**src/rtl/uart_pkg.sv**
```systemverilog
// Shared UART receive-path types: shift-register operation codes and default packet width.
package uart_pkg;

    typedef enum logic [1:0] {
        SH_HOLD   = 2'd0,
        SH_SERIAL = 2'd1,
        SH_LOAD   = 2'd2,
        SH_CLEAR  = 2'd3
    } shift_op_t;

    localparam int PACKET_SIZE = 4;

endpackage

```
**src/rtl/packet_bit_counter.sv**
```systemverilog
// Counts serial shifts and emits a registered one-cycle wrap pulse when a packet completes.
module packet_bit_counter #(
    parameter int packetSize = 4
) (
    input  logic                             clk,
    input  logic                             reset,
    input  logic                             inc,
    input  logic                             clr,
    output logic                             wrap,
    output logic [$clog2(packetSize+1)-1:0]  count
);

    localparam int CW = $clog2(packetSize + 1);
    localparam logic [CW-1:0] LAST = CW'(packetSize - 1);

    always_ff @(posedge clk) begin
        if (reset) begin
            count <= '0;
            wrap  <= 1'b0;
        end else begin
            // wrap only ever follows the shift that completes a packet
            wrap <= inc && (count == LAST);
            if (clr)
                count <= '0;
            else if (inc)
                count <= (count == LAST) ? '0 : count + 1'b1;
        end
    end

endmodule

```
**src/rtl/bit_stream_reg.sv**
```systemverilog
// Receive-side serial-to-parallel register with hold, parallel load, clear and packet-complete pulse.
module bit_stream_reg
    import uart_pkg::*;
#(
    parameter int packetSize = PACKET_SIZE
) (
    input  logic                  clk,
    input  logic                  reset,
    input  logic                  LD,
    input  logic                  msbLD,
    input  logic [1:0]            shift,
    input  logic [packetSize-1:0] dIn,
    output logic [packetSize-1:0] dOut,
    output logic                  SIGNALGOT
);

    localparam int CW = $clog2(packetSize + 1);

    shift_op_t     op;
    logic          inc;
    logic          clr;
    logic [CW-1:0] count;

    assign op  = shift_op_t'(shift);
    assign inc = LD && (op == SH_SERIAL);
    assign clr = LD && ((op == SH_LOAD) || (op == SH_CLEAR));

    always_ff @(posedge clk) begin
        if (reset) begin
            dOut <= '0;
        end else if (LD) begin
            case (op)
                SH_SERIAL: begin
                    if (msbLD)
                        dOut <= {dIn[0], dOut[packetSize-1:1]};
                    else
                        dOut <= {dOut[packetSize-2:0], dIn[0]};
                end
                SH_LOAD:  dOut <= dIn;
                SH_CLEAR: dOut <= '0;
                default:  dOut <= dOut;
            endcase
        end
    end

    packet_bit_counter #(
        .packetSize(packetSize)
    ) u_cnt (
        .clk  (clk),
        .reset(reset),
        .inc  (inc),
        .clr  (clr),
        .wrap (SIGNALGOT),
        .count(count)
    );

endmodule

```
**config.mk**
```make
export PLATFORM = sky130hd
export DESIGN_NAME = bit_stream_reg
export DESIGN_NICKNAME = d
export VERILOG_FILES = /design/src/rtl/uart_pkg.sv /design/src/rtl/packet_bit_counter.sv /design/src/rtl/bit_stream_reg.sv
export SDC_FILE = /design/constraint.sdc
export NUM_CORES = 1
export LEC_CHECK = 0
export CAP_MARGIN = 20
export CELL_PAD_IN_SITES_DETAIL_PLACEMENT = 0
export CELL_PAD_IN_SITES_GLOBAL_PLACEMENT = 2
export CORE_MARGIN = 1.5
export CORE_UTILIZATION = 21
export DETAILED_ROUTE_END_ITERATION = 6
export GPL_TIMING_DRIVEN = 0
export PLACE_DENSITY = 0.8
export SYNTH_ARGS = -nofsm -noshare
export SYNTH_HDL_FRONTEND = slang
export SYNTH_HIERARCHICAL = 1
export SYNTH_SLANG_ARGS = --single-unit
```
**constraint.sdc**
```tcl
create_clock -name clk -period 1.05 [get_ports clk]
set_input_delay 0.2625 -clock clk [delete_from_list [all_inputs] [get_ports clk]]
set_output_delay 0.2625 -clock clk [all_outputs]
set_load 0.02 [all_outputs]
```
==> results of run 1 <==
[stage by stage]
step                      TNS [ns]  instances  setup slack [ns]  power, uW
after global placement       -4.14         84            -0.536        467
after CTS                        0         87           0.00262        702
after floorplan                  0         45            0.0853        390
final                            0         87            0.0461        696
after global routing      -0.00673         87          -0.00673        737
after detailed placement     -4.04         84            -0.529        466
[power by group through the flow]
stage | registers, uW | logic, uW | clock network, uW
floorplan | 345 | 44.9 | 0
global placement | 334 | 133 | 0
detailed placement | 334 | 132 | 0
CTS | 329 | 127 | 247
global route | 332 | 146 | 259
finish | 331 | 134 | 231
[cell families after synthesis]
logic type      count (synthesis)  share of synthesized area [%]
simple gates                   23                           32.0
compound gates                 10                           17.3
flops                           8                           42.7
buf+inv                         2                           2.00
mux                             1                           2.67
fa+ha+maj                       1                           3.33
[state kept, by name, summed over array words and instances, names as in the netlist]
| signal | count |
|---|---|
| dOut | 4 |
| u_cnt/wrap | 1 |
| u_cnt/count | 3 |
[worst max-delay path by stage]
stage | from | to | slack [ns] | cells after the start
4_1_cts | dOut[1]$_SDFFE_PP0P_ | dOut[1] | 0.003 | 1
3_5_place_dp | shift[0] | u_cnt/count[2]$_SDFFE_PP0P_ | -0.53 | 5
5_1_grt | dIn[0] | dOut[0]$_SDFFE_PP0P_ | -0.007 | 4
2_1_floorplan | dOut[1]$_SDFFE_PP0P_ | dOut[2]$_SDFFE_PP0P_ | 0.09 | 3
3_3_place_gp | LD | u_cnt/count[0]$_SDFFE_PP0P_ | -0.54 | 5
6_report | dOut[2]$_SDFFE_PP0P_ | dOut[2] | 0.05 | 1
[area by class of cell]
class,instances,area [um2]
fillers,185,1120
flip-flops and latches,8,166
multi-input cells,35,239
inverters,2,7.51
well taps,25,31.3
clock buffers,3,22.5
repair buffers,14,123
[per-layer routing]
metal | share of wire (%) | global-route usage (%) | wire length, um | up-vias
li1 | - | - | - | 199
met1 | 51 | 14.4 | 467 | 179
met2 | 38 | 11.1 | 343 | 15
met3 | 9.7 | 8.00 | 88 | 2
met4 | 1.2 | 3.53 | 11 | 0
met5 | 0 | 0 | 0 | -
[timing repair]
item                       CTS  global route
pin swaps                    2             1
setup buffers                0             0
setup endpoints to repair   13             7
resized for setup           34             7
[Yosys cell counts (all sizes together)]
cell type / n
a211oi: 4
a21oi: 4
and3: 1
dfxtp: 8
ha: 1
inv: 2
mux2i: 1
nand2: 3
nor2: 6
nor2b: 6
nor3: 2
nor3b: 1
nor4: 4
o21a: 2
==> results.yml, run 1 <==
power:
  power.share.combinational_pct: 19.3
  ir_worst_vdd_v: 0.000520
  cellLeakagePower_uw: 0.000257
  power.internal_uw: 516
  switching_share_pct: 25.9
  pwr-share-seq_pct: 47.5
  p_switching_uw: 181
  power.density_mw_per_mm2: 1180
  power_frac_clock_pct: 33.2
timing:
  hold_viol: 0
  rsz0062_at_grt: "true"
  min_period_ns: 1.00
  fin_skew_ns: 0.00320
  relSlewSlack_pct: 78.8
  hold_ws_ns: 0.406
  post-route-period-util_pct: 95.6
  final_max_slew_viol_count: 0
  timing.fmax_mhz: 996
  worstMarginPinSlew_ns: 0.317
  setup_viol: 0
finish:
  finalNetCount: 75
  fin_util_pct: 34.5
  postLayoutCellArea_um2: 589
  area_growth_pct: 57.0
  final_cell_mix: "nor2b_1 (5), nor2_1 (5), dfxtp_2 (5)"
  drive_above_1_share_pct: 30.6
  num_antenna_cells: 0
setup_path:
  end_kind: "output pin"
  cp_max_fo: 4
  critPathLaunchType: "flop"
  cp.arrival_ns: 0.74
  crit_required_ns: 0.79
  rr_endpoint: "u_cnt/count[0]$_SDFFE_PP0P_"
  timing.critical_path.buf_inv: 1
  r2r_slack_ns: 0.05
  critPathKind: "flop to output pin"
  max_stage_delay_ns: 0.35
  critPathSlowestCell: "dfxtp_2"
  crit_family: "flip-flops"
  worstPathCellList: "buf_4"
  reg2regPathDepth: 4
  r2r_start: "u_cnt/count[0]$_SDFFE_PP0P_"
grt:
  grt_pass1_vias: 311
  grt_max_degree: 9
  grt_pass1_wl_um: 1410
  gr-total-overflow: 0
  grt_antenna_before_repair: 0
  track_usage_pct: 10.2
detailed_routing:
  drtIter0Drc: 21
  firstDrtPassIters: 4
  via_per_inst: 4.54
  drt-total-wl_um: 910
  vias: 395
  wire_per_inst_um: 10.5
  drc: 0
  ant_nets: 0
yosys:
  synth.distinct_cells: 14
  syn_avg_cell_area_um2: 8.34
  yosysTopAreaCell: "dfxtp_1"
  synthTopCellsByArea: "dfxtp_1 (43%), nor2b_1 (10%), a211oi_1 (8.0%)"
  yosysSeqAreaShare_pct: 42.7
  ys_ff_latch: 8
  synthCells: 45
  ys_warn_count: 6
  syn_nets: 56
  synth_top_area_share_pct: 42.7
  syn_area_um2: 375
placement:
  place_area_um2: 547
  gp_congestion: 0.729
  portBuffers: 14
  hpwl_um: 670
floorplanning:
  fp-row-count: 15
  start_util_pct: 22.0
  die_y_um: 45.3
  io_pins: 15
  dieWidth_um: 45.3
  die-area_mm2: 0.00205
  core-area_mm2: 0.00171
clocking:
  cts_buffers: 3
  clockBufferDepth: 2
  numClockSinks: 8
  cts_hold_buf: 0
  root_buffer: "clkbuf_4"
  h-tree-depth: 1
  clkLatencyLatePin_ns: 0.25
  clk_pin_slew_ns: 0.05
  cts_tree: "yes"
min_path:
  worstHoldEndpoint: "dOut[3]$_SDFFE_PP0P_"
  hold_depth: 2
  min_from: "reset"
  hold_class: "input pin to flop"
flow_run:
  maxCapViolations: 0
status:
  run_status: "completed"
No activity file was read; power rests on OpenSTA's default activity.
==> inputs of run 2 (changes only) <==
- ABC_CLOCK_PERIOD_IN_PS: unset -> 1050
- SETUP_SLACK_MARGIN: unset -> 0.2
==> run 2 against run 1 <==
Cell count up 2.3%. Final area grew 8.9%. Fmax increased by 1.6%. First-iteration DRC count shrank 81%. Sequential power about the same. Clock skew is essentially flat. Critical path depth unchanged. Sequential share of layout area down 0.75 points. Non-clock buffer count rose by 2. Hold slack worse by 0.047 ns. Flip-flop and latch count is the same. Combinational power is 12% higher. Largest power group unchanged.
==> results.yml, run 2 (synthesis gave the netlist of run 1 again) <==
status:
  run_status: "completed"
power:
  cellLeakagePower_uw: 0.000263
  ir_worst_vdd_v: 0.000632
  power.share.combinational_pct: 21.4
  switching_share_pct: 25.6
  power.density_mw_per_mm2: 1090
  finalPower_uw: 698
  power_frac_clock_pct: 31.4
  p_switching_uw: 179
  pwr-share-seq_pct: 47.2
  power.internal_uw: 519
detailed_routing:
  drc: 0
  ant_nets: 0
  wire_per_inst_um: 10.6
  vias: 405
  drt-total-wl_um: 940
  firstDrtPassIters: 4
  via_per_inst: 4.55
  drtIter0Drc: 4
finish:
  largest_register_ff_count: 4
  final.fill_count: 178
  drive_above_1_share_pct: 50.0
  area_growth_pct: 71.0
  multi_input_area_um2: 268
  max_flop_register: "dOut"
  regArea_um2: 176
  fin_util_pct: 37.6
  num_antenna_cells: 0
  finalNetCount: 77
  largestRegisters: "dOut: 4 flops, u_cnt/count: 3 flops, u_cnt/wrap: 1 flops"
  final_cell_mix: "nor2b_1 (5), nor2_1 (5), buf_6 (5)"
clocking:
  h-tree-depth: 1
  numClockSinks: 8
  clockBufferDepth: 2
  cts_tree: "yes"
  root_buffer: "clkbuf_4"
  clkLatencyLatePin_ns: 0.24
  cts_buffers: 3
  clk_pin_slew_ns: 0.05
setup_path:
  cp.arrival_ns: 0.73
  critPathLaunchType: "flop"
  crit_required_ns: 0.79
  crit_family: "flip-flops"
  critPathKind: "flop to output pin"
  end_kind: "output pin"
  critPathSlowestCell: "dfxtp_4"
  worstPathCellList: "buf_6"
  timing.critical_path.buf_inv: 1
  max_stage_delay_ns: 0.35
  cp_max_fo: 4
grt:
  grt_pass1_wl_um: 1300
  gr-total-overflow: 0
  track_usage_pct: 9.53
  grt_max_degree: 9
  grt_pass1_vias: 314
  grt_antenna_before_repair: 0
floorplanning:
  io_pins: 15
  dieWidth_um: 45.3
  core-area_mm2: 0.00171
  die_y_um: 45.3
  die-area_mm2: 0.00205
  start_util_pct: 22.0
  fp-row-count: 15
timing:
  fin_skew_ns: 0.00328
  worstMarginPinSlew_ns: 0.274
  hold_ws_ns: 0.358
  timing.fmax_mhz: 1010
  setup_viol: 0
  min_period_ns: 0.988
  rsz0062_at_grt: "true"
  post-route-period-util_pct: 94.1
  relSlewSlack_pct: 81.7
  hold_viol: 0
  final_max_slew_viol_count: 0
placement:
  portBuffers: 14
  hpwl_um: 684
  gp_congestion: 0.725
flow_run:
  maxCapViolations: 0
min_path:
  hold_class: "input pin to flop"
[run 2: cell count changes in the layout (fill, tap and decap cells not counted), moves of 2 or more]
cell             delta
a211oi_1            -2
a211oi_2            +2
a21oi_1             -2
a21oi_2             +2
buf_2               +2
buf_4               -2
buf_6               +5
clkdlybuf4s50_1     -3
dfxtp_1             -2
dfxtp_4             +3
[run 2: repair_timing]
action                     CTS  global route
setup buffers                1             1
hold endpoints to repair     0             0
hold buffers                 0             0
pin swaps                   12             6
setup endpoints to repair   13            12
gates resized for setup     55            11
[run 2: per-stage QoR]
| stage | setup TNS [ns] | instance area [um2] | cells | worst slack (ns) |
|---|---|---|---|---|
| final | 0 | 642 | 89 | 0.0619 |
| after global placement | -3.61 | 563 | 84 | -0.430 |
| after floorplan | 0 | 392 | 45 | 0.124 |
| after detailed placement | -3.56 | 563 | 84 | -0.428 |
| after CTS | 0 | 624 | 88 | 0.0525 |
| after global routing | 0 | 642 | 89 | 0.0373 |
[run 2: layer usage]
| layer | vias to the layer above | GRT usage (%) | wire length (um) |
|---|---|---|---|
| met5 | - | 0 | 0 |
| met4 | 0 | 5.29 | 14 |
| met3 | 2 | 6.00 | 22 |
| met2 | 7 | 12.3 | 464 |
| met1 | 190 | 11.9 | 439 |
| li1 | 206 | - | - |
[run 2: worst register-to-register path, delay by kind of cell (launching register included)]
kind,cells,cell delay (ns)
and+or+nand+nor,2,0.21
adders and majority gates,1,0.13
DFF,1,0.35
AOI/OAI and AO/OA,1,0.16
[run 2: worst paths after layout]
check,endpoint,startpoint,slack [ns],cells past startpoint
setup reg to reg,u_cnt/count[0]$_SDFFE_PP0P_,u_cnt/count[1]$_SDFFE_PP0P_,0.10,4
hold / removal,u_cnt/wrap$_SDFF_PP0_,shift[1],0.36,4
setup / recovery,dOut[2],dOut[2]$_SDFFE_PP0P_,0.06,1
hold reg to reg,u_cnt/wrap$_SDFF_PP0_,u_cnt/count[2]$_SDFFE_PP0P_,0.44,1
[run 2: power groups by stage]
stage | sequential [uW] | clock (uW) | combinational (uW)
detailed placement | 334 | 0 | 134
global route | 330 | 246 | 162
CTS | 329 | 234 | 136
global placement | 334 | 0 | 135
finish | 329 | 219 | 150
floorplan | 345 | 0 | 46.1
[run 2: final cells by class]
class / count / area share, %
inverter: 2 / 1.17
sequential: 8 / 27.5
multi-input combinational: 35 / 41.7
clock buffer: 3 / 3.51
tap: 25 / 4.87
timing repair buffer: 16 / 21.2
==> inputs of run 3 (changes only) <==
- ABC_AREA: unset -> 0
- CORE_ASPECT_RATIO: unset -> 1.4
- SYNTH_HIERARCHICAL: 1 -> unset
==> run 3 against run 2 <==
Non-clock buffer count is 6 higher. Combinational power rose by 14%. Fmax down 0.94%. Routed wire length is 20% higher. Power rose by 5.4%. Flip-flop and latch count unchanged. Hold slack got worse by 0.12 ns. Count of clock-buffer cells in the layout unchanged.
==> results.yml, run 3 <==
detailed_routing:
  wire_per_inst_um: 12.5
  vias: 434
  via_per_inst: 4.82
  drt-total-wl_um: 1130
  firstDrtPassIters: 4
  ant_nets: 0
  drtIter0Drc: 4
  drc: 0
floorplanning:
  fp-row-count: 18
  io_pins: 15
  dieWidth_um: 39.1
  core-area_mm2: 0.00173
  die-area_mm2: 0.00210
  start_util_pct: 22.2
  die_y_um: 53.6
clocking:
  clk_pin_slew_ns: 0.05
  clkLatencyLatePin_ns: 0.25
  cts_hold_buf: 0
  clockBufferDepth: 2
  numClockSinks: 8
  cts_tree: "yes"
  h-tree-depth: 1
  cts_buffers: 3
  root_buffer: "clkbuf_4"
yosys:
  async_flop_share_pct: 0
  synthTopCellsByArea: "dfxtp_1 (42%), nor4_1 (8.1%), a21oi_1 (7.8%)"
  yosys-top-cells-count: "dfxtp_1 (8), a21oi_1 (6), nor2_1 (5), nor4_1 (5)"
  ys_warn_count: 0
  syn_area_um2: 384
  synth_most_common_cell: "dfxtp_1"
  synth_top_area_share_pct: 41.7
  ys_ff_latch: 8
  synthCells: 46
  yosysSeqAreaShare_pct: 41.7
  synth-edff-count: 0
  synth.distinct_cells: 17
  syn_avg_cell_area_um2: 8.35
  yosysTopAreaCell: "dfxtp_1"
  syn_nets: 57
  ys.flop_type: "dfxtp_1"
grt:
  gr-total-overflow: 0
  grt_max_degree: 9
  grt_pass1_wl_um: 1840
  grt_pass1_vias: 433
  track_usage_pct: 13.0
  grt_antenna_before_repair: 0
finish:
  max_flop_register: "dOut"
  area_growth_pct: 80.1
  num_antenna_cells: 0
  multi_input_area_um2: 278
  drive_above_1_share_pct: 55.7
  final_cell_mix: "buf_4 (8), nor2_1 (5), a21oi_1 (5), nor4_1 (5), buf_6 (5)"
  postLayoutCellArea_um2: 692
  finalNetCount: 83
  final.fill_count: 190
  largestRegisters: "dOut: 4 flops, u_cnt.count: 3 flops, u_cnt.wrap: 1 flops"
  final_common_cell: "buf_4"
  largest_register_ff_count: 4
  fin_util_pct: 39.9
  regArea_um2: 176
placement:
  hpwl_um: 722
  gp_congestion: 0.748
  place_area_um2: 552
  portBuffers: 13
setup_path:
  worstPathCellList: "buf_6"
  reg2regPathDepth: 4
  cp.arrival_ns: 0.73
  cp_max_fo: 4
  end_kind: "output pin"
  crit_required_ns: 0.79
  critPathKind: "flop to output pin"
  timing.critical_path.buf_inv: 1
  crit_family: "flip-flops"
  worstSetupPathDepth: 1
  critPathLaunchType: "flop"
  timing.critical_path.from: "dOut[2]$_SDFFE_PP0P_"
  r2r_start: "dOut[1]$_SDFFE_PP0P_"
  max_stage_delay_ns: 0.35
  critPathSlowestCell: "dfxtp_4"
timing:
  fin_skew_ns: 0.00214
  min_period_ns: 0.997
  finalSetupTns_ns: 0
  worstMarginPinSlew_ns: 0.321
  final_max_slew_viol_count: 0
  timing.fmax_mhz: 1000
  setup_viol: 0
  rsz0062_at_grt: "true"
  relSlewSlack_pct: 78.4
  post-route-period-util_pct: 95.0
  hold_viol: 0
power:
  power.density_mw_per_mm2: 1060
  cellLeakagePower_uw: 0.000285
  ir_worst_vdd_v: 0.000518
min_path:
  hold_depth: 2
  min_from: "shift[1]"
  hold_class: "input pin to flop"
flow_run:
  maxCapViolations: 0
status:
  run_status: "completed"
==> run 3: cell type report <==
| cell class | instances | area share (%) |
|---|---|---|
| plain buffers | 1 | 0.542 |
| clock buffers | 3 | 3.25 |
| multi-input cells | 36 | 40.1 |
| repair buffers | 21 | 26.4 |
| flip-flops and latches | 8 | 25.5 |
| inverters | 1 | 0.542 |
| well taps | 20 | 3.62 |
==> run 3: final timing paths <==
| path | endpoint | slack, ns |
|---|---|---|
| worst max-delay path | dOut[2] | 0.05 |
| worst min-delay path | u_cnt.wrap$_SDFF_PP0_ | 0.24 |
| worst max register to register | dOut[2]$_SDFFE_PP0P_ | 0.09 |
| worst min register to register | u_cnt.count[2]$_SDFFE_PP0P_ | 0.46 |
==> run 3: power by group <==
group | internal, uW | switching, uW
Sequential | 315 | 12.9
Combinational | 89.4 | 81.7
Clock | 131 | 105
==> run 3: cells by family (layout without fill, tap and decap cells) <==
group / count (synthesis) / count (layout) / share of synthesized area, %
fa+ha+maj: 1 / 1 / 3.26
flops: 8 / 8 / 41.7
simple gates: 21 / 21 / 30.0
compound gates: 14 / 14 / 23.1
buf+inv: 2 / 26 / 1.95
==> run 3: per-stage QoR <==
stage	setup slack (ns)	hold WS [ns]	total power, uW	std cells
final	0.0525	0.237	735	90
after global routing	0.0200	0.248	773	90
after CTS	0.0557	0.238	724	87
after detailed placement	-0.409	0.441	468	79
after global placement	-0.419	0.438	468	79
after floorplan	0.150	0.341	394	46
==> run 3: timing repair <==
| item | in CTS | in global routing |
|---|---|---|
| cloned | 0 | 0 |
| resized for setup | 57 | 7 |
| buffers inserted | 5 | 3 |
| endpoints found under the setup margin | 13 | 12 |
| pin swaps | 11 | 5 |
==> run 3: metal layers <==
| layer | GRT usage [%] | part of all wire (%) | routed length [um] |
|---|---|---|---|
| met1 | 14.7 | 44 | 493 |
| met2 | 21.4 | 49 | 549 |
| met3 | 1.24 | 4.6 | 52 |
| met4 | 10.3 | 2.8 | 31 |
| met5 | 0 | 0 | 0 |
